==> src/rtl/localbus_cfg_arbiter.sv <==
// localbus_cfg_arbiter: round-robin localbus master for the host config
// and rule-loader requesters; one ALE/CS/ACK bus cycle per grant.
module localbus_cfg_arbiter #(
  parameter int TIMEOUT_CYC = 255
) (
  input  logic        clk,
  input  logic        rst_n,
  input  logic        req0_valid,
  input  logic        req0_rd,
  input  logic [31:0] req0_addr,
  input  logic [31:0] req0_wdata,
  output logic        req0_done,
  output logic        req0_err,
  output logic [31:0] req0_rdata,
  input  logic        req1_valid,
  input  logic        req1_rd,
  input  logic [31:0] req1_addr,
  input  logic [31:0] req1_wdata,
  output logic        req1_done,
  output logic        req1_err,
  output logic [31:0] req1_rdata,
  output logic        localbus_ale,
  output logic        localbus_cs_n,
  output logic        localbus_rd_wr,
  output logic [31:0] localbus_data,
  input  logic        localbus_ack_n,
  input  logic [31:0] localbus_data_in
);

  typedef enum logic [1:0] {IDLE, ALE, WAIT_ACK, RELEASE} state_t;

  localparam logic [15:0] TMO_LAST = 16'(TIMEOUT_CYC - 1);

  state_t      state, state_d;
  logic        rr_last, rr_last_d;
  logic        win, win_d;
  logic        lat_rd, lat_rd_d;
  logic [31:0] lat_wdata, lat_wdata_d;
  logic [15:0] cnt, cnt_d;
  logic        ale_d, cs_n_d, rd_wr_d;
  logic [31:0] data_d;
  logic [1:0]  done, done_d;
  logic [1:0]  err, err_d;
  logic [31:0] rdata0_d, rdata1_d;

  logic        any_req, grant, ack, tmo_hit;
  logic [31:0] rd_val;

  // grant goes to the requester after rr_last when it is asking
  assign any_req = req0_valid | req1_valid;
  assign grant   = rr_last ? ~req0_valid : req1_valid;
  assign ack     = ~localbus_ack_n;
  assign tmo_hit = cnt == TMO_LAST;
  assign rd_val  = (ack && lat_rd) ? localbus_data_in : '0;

  assign req0_done = done[0];
  assign req1_done = done[1];
  assign req0_err  = err[0];
  assign req1_err  = err[1];

  always_ff @(posedge clk or negedge rst_n) begin
    if (!rst_n) state <= IDLE;
    else        state <= state_d;
  end

  always_comb begin
    state_d = state;
    unique case (state)
      IDLE:     if (any_req) state_d = ALE;
      ALE:      state_d = WAIT_ACK;
      WAIT_ACK: if (ack || tmo_hit) state_d = RELEASE;
      RELEASE:  if (!ack) state_d = IDLE;
    endcase
  end

  always_comb begin
    rr_last_d   = rr_last;
    win_d       = win;
    lat_rd_d    = lat_rd;
    lat_wdata_d = lat_wdata;
    cnt_d       = cnt;
    ale_d       = 1'b0;
    cs_n_d      = localbus_cs_n;
    rd_wr_d     = localbus_rd_wr;
    data_d      = localbus_data;
    done_d      = '0;
    err_d       = '0;
    rdata0_d    = req0_rdata;
    rdata1_d    = req1_rdata;
    unique case (state)
      IDLE: begin
        rd_wr_d = 1'b1;
        if (any_req) begin
          win_d       = grant;
          rr_last_d   = grant;
          lat_rd_d    = grant ? req1_rd : req0_rd;
          lat_wdata_d = grant ? req1_wdata : req0_wdata;
          ale_d       = 1'b1;
          rd_wr_d     = lat_rd_d;
          data_d      = grant ? req1_addr : req0_addr;
        end
      end
      ALE: begin
        cs_n_d = 1'b0;
        data_d = lat_rd ? '0 : lat_wdata;
        cnt_d  = '0;
      end
      WAIT_ACK: begin
        // an ack arriving on the last timeout cycle still counts as success
        if (ack || tmo_hit) begin
          cs_n_d      = 1'b1;
          data_d      = '0;
          done_d[win] = 1'b1;
          err_d[win]  = ~ack;
          if (win) rdata1_d = rd_val;
          else     rdata0_d = rd_val;
        end else begin
          cnt_d = cnt + 16'd1;
        end
      end
      RELEASE: begin
        data_d = '0;
        if (!ack) rd_wr_d = 1'b1;
      end
    endcase
  end

  always_ff @(posedge clk or negedge rst_n) begin
    if (!rst_n) begin
      rr_last        <= 1'b1;
      win            <= 1'b0;
      lat_rd         <= 1'b0;
      lat_wdata      <= '0;
      cnt            <= '0;
      localbus_ale   <= 1'b0;
      localbus_cs_n  <= 1'b1;
      localbus_rd_wr <= 1'b1;
      localbus_data  <= '0;
      done           <= '0;
      err            <= '0;
      req0_rdata     <= '0;
      req1_rdata     <= '0;
    end else begin
      rr_last        <= rr_last_d;
      win            <= win_d;
      lat_rd         <= lat_rd_d;
      lat_wdata      <= lat_wdata_d;
      cnt            <= cnt_d;
      localbus_ale   <= ale_d;
      localbus_cs_n  <= cs_n_d;
      localbus_rd_wr <= rd_wr_d;
      localbus_data  <= data_d;
      done           <= done_d;
      err            <= err_d;
      req0_rdata     <= rdata0_d;
      req1_rdata     <= rdata1_d;
    end
  end

endmodule

==> config.mk <==
export PLATFORM = sky130hd
export DESIGN_NAME = localbus_cfg_arbiter
export DESIGN_NICKNAME = d
export VERILOG_FILES = /design/src/rtl/localbus_cfg_arbiter.sv
export SDC_FILE = /design/constraint.sdc
export NUM_CORES = 1
export LEC_CHECK = 0
export CAP_MARGIN = 20
export CORE_ASPECT_RATIO = 0.7
export CORE_MARGIN = 1
export CORE_UTILIZATION = 44
export DETAILED_ROUTE_END_ITERATION = 8
export PLACE_DENSITY = 0.84
export SYNTH_ARGS = -nofsm -noshare
export SYNTH_HDL_FRONTEND = slang
export SYNTH_SLANG_ARGS = --single-unit
export TNS_END_PERCENT = 30
==> constraint.sdc <==
create_clock -name clk -period 2.5 [get_ports clk]
set_clock_uncertainty 0.15 [all_clocks]
set_input_delay 0.375 -clock clk [delete_from_list [all_inputs] [get_ports clk]]
set_output_delay 0.375 -clock clk [all_outputs]
set_load 0.01 [all_outputs]
==> flow_summary_export.csv <==
group,metric,value,unit
setup_path,path_delay_family,"buffers and inverters",
cells_and_area,stdcell_area,10600,µm²
floorplan,io_pins,270,
power,p_per_area,1070,nW/µm²
yosys,ys_ff_latch,156,
timing,final-setup-viol-count,0,
cells_and_area,drive_gt1_frac,0.130,
clocking,cts_tree,"yes",
clocking,cts_setup_buffers,0,
power,leakage,0.00461,µW
floorplan,die_h,108,µm
global_routing,grt_pass1_wl,31000,µm
flow_run,drv_cap,0,
detailed_routing,wl_per_cell,17.8,µm
timing,rsz0062_at_grt,"no",
detailed_routing,drtAntennaViolNets,0,
yosys,synth_warnings,0,
setup_path,worstSetupStartpoint,"cnt[0]",
clocking,clockBufferDepth,2,
power,switching_share,0.345,
yosys,synthTopCellsByCount,"153 x dfrtp_1, 64 x a22o_1, 46 x nand2_1",
yosys,syn_area,7040,µm²
global_routing,grt.total_usage,0.244,
global_routing,grt-ovfl-total,0,
timing,hold_viol_final,0,
global_routing,grt_pass1_vias,5831,
detailed_routing,first_pass_iters,7,
timing,slew_headroom,0.636,
power,clockPowerShare,0.212,
setup_path,path_cells,"inv_1 -> ha_1 -> and4b_4 -> nand4_4 -> buf_4 -> a21oi_4 -> buf_12 -> nor2_1 -> a21oi_1",
detailed_routing,drt-total-wl,19300,µm
clocking,h-tree-depth,4,
detailed_routing,drtIter0Drc,300,
setup_path,endpoint_kind,"flop",
cells_and_area,fill_cells,1183,
clocking,cts_resized,0,
timing,max_freq,451,MHz
floorplan,rows,38,
yosys,synth_cells,604,
clocking,cts_made_buffers,17,
timing,tightest_slew,0.545,ns
placed_design,hpwl,14000,µm
timing,final.setup.tns,0,ns
yosys,seq_area_frac_synth,0.555,
hold_path,hold_path_class,"input port to async pin",
setup_path,critPathKind,"flop to flop",
yosys,syn-mean-instance-area,11.7,µm²
detailed_routing,remaining_drc_errors,1,
cells_and_area,n_antenna_cell,0,
cells_and_area,area_growth,51.1,%
setup_path,r2r_start,"cnt[0]",
setup_path,crit_required,2.68,ns
clocking,clock_latency,0.41,ns
setup_path,critPathSlowestCell,"dfrtp_1",
timing,timing.final.crit_share,0.887,
floorplan,die_x,153,µm
power,p_int,7490,µW
detailed_routing,vias_per_cell,5.40,
yosys,synth_enable_flop_cells,0,
clocking,cts_hold_buf,1,
floorplan,core,15500,µm²
yosys,yosysMostFrequentCell,"dfrtp_1",
timing,drv_slew,0,
yosys,yosys.cell_types.count,49,
run_status,status,"finished, violations left",
floorplan,dieArea,16500,µm²
clocking,cts.sinks,156,
setup_path,cp.buffers_inverters,3,
yosys,syn_nets,778,
global_routing,antenna_found_initial,0,
power,ir_drop,0.000564,V
global_routing,grt_start_max_net_pins,67,
setup_path,cp-start-kind,"flop",
yosys,async_flop_share,1.00,
run_status,violations,"design-rule violations",
placed_design,port_buffers,269,
yosys,synthTopCellsByArea,"dfrtp_1 54%, a22o_1 8.0%, mux2_2 5.3%",
setup_path,max_stage_delay,0.42,ns
power,seqPwrFrac,0.358,
setup_path,worst_ep_arrival_time,2.40,ns
power,switchingPower,3930,µW
timing,period_needed,2.22,ns
detailed_routing,vias,5855,
power,pwr-share-comb,0.431,
yosys,yosys.area.top_type,"dfrtp_1",
clocking,clockRootBuffer,"clkbuf_16",
cells_and_area,fin_nets,1045,
clocking,clkTransAtPathRegs,0.07,ns
placed_design,gp_congestion,0.875,
placed_design,dpl_cell_area,10100,µm²
setup_path,worstPathMaxFanout,33,
yosys,yosys.area.top_type_share,0.544,
floorplan,initial_core_util,0.453,
yosys,synth-main-ff-cell,"dfrtp_1",
==> metrics by stage <==
step | hold slack [ns] | cells | power, µW | setup slack (ns) | util
floorplan | -0.0706 | 604 | 6660 | 0.548 | -
global placement | 0.129 | 1051 | 8920 | 0.198 | 0.648
global route | 0.267 | 1084 | 12100 | 0.180 | 0.684
CTS | 0.250 | 1084 | 11500 | 0.303 | 0.684
finish | 0.265 | 1084 | 11400 | 0.282 | 0.684
detailed placement | 0.126 | 1051 | 9060 | 0.173 | 0.648
==> path summary, 6_finish.rpt <==
kind	to	slack, ns	cells after the start
min in group clk	lat_wdata[12]	0.33	2
setup reg to reg	localbus_data[17]	0.28	9
hold reg to reg	lat_wdata[12]	0.33	2
hold / removal	localbus_data[6]	0.26	2
setup / recovery	localbus_data[17]	0.28	9
max in group asynchronous	localbus_cs_n	1.21	3
==> sequential cells by signal, indices dropped and copies added, names as in the netlist <==
name / flops
err: 2
lat_rd: 1
cnt: 16
req0_rdata: 32
rr_last: 1
localbus_cs_n: 1
win: 1
lat_wdata: 32
localbus_ale: 1
localbus_rd_wr: 1
localbus_data: 32
req1_rdata: 32
state: 2
done: 2
==> per-layer routing <==
metal	vias to the layer above	global-route usage	share of wire
met4	0	0.0895	0.023
met3	30	0.0676	0.061
met5	-	0	0
met2	215	0.385	0.47
li1	2752	-	-
met1	2858	0.321	0.44
==> power by group through the flow <==
stage          logic [µW]  clock network, µW  registers (µW)
6_report             4920               2420            4080
3_3_place_gp         4830                  0            4090
2_1_floorplan        2360                  0            4300
5_1_grt              5330               2590            4210
4_1_cts              4950               2470            4090
3_5_place_dp         4960                  0            4110
==> cell usage in the layout (no fill, tap or decap), types with 17 or more instances in the layout <==
| cell type | n |
|---|---|
| nor2_1 | 44 |
| clkdlybuf4s50_1 | 268 |
| mux2i_1 | 36 |
| a22o_1 | 64 |
| o21ai_0 | 37 |
| clkbuf_16 | 17 |
| mux2_2 | 33 |
| dfrtp_1 | 153 |
| nand2_1 | 46 |
| a22oi_1 | 32 |
| a21oi_1 | 30 |
==> logic make-up after synthesis <==
family,share of synthesized area
AOI/OAI and AO/OA,0.191
xor gates and xnor gates,0.00498
buffers and inverters,0.0379
adders and majority gates,0.0124
DFF,0.555
muxes,0.104
and+or+nand+nor,0.0945
==> layout make-up <==
cell class,count,area (µm²),share of cell area
flip-flops and latches,156,3910,0.367
repair buffers,290,2990,0.281
multi-input cells,399,2900,0.273
clock buffers,20,457,0.0429
well taps,200,250,0.0235
clock inverters,12,101,0.00953
inverters,7,26.3,0.00247
Note: power is estimated with default switching activity, not from simulation.
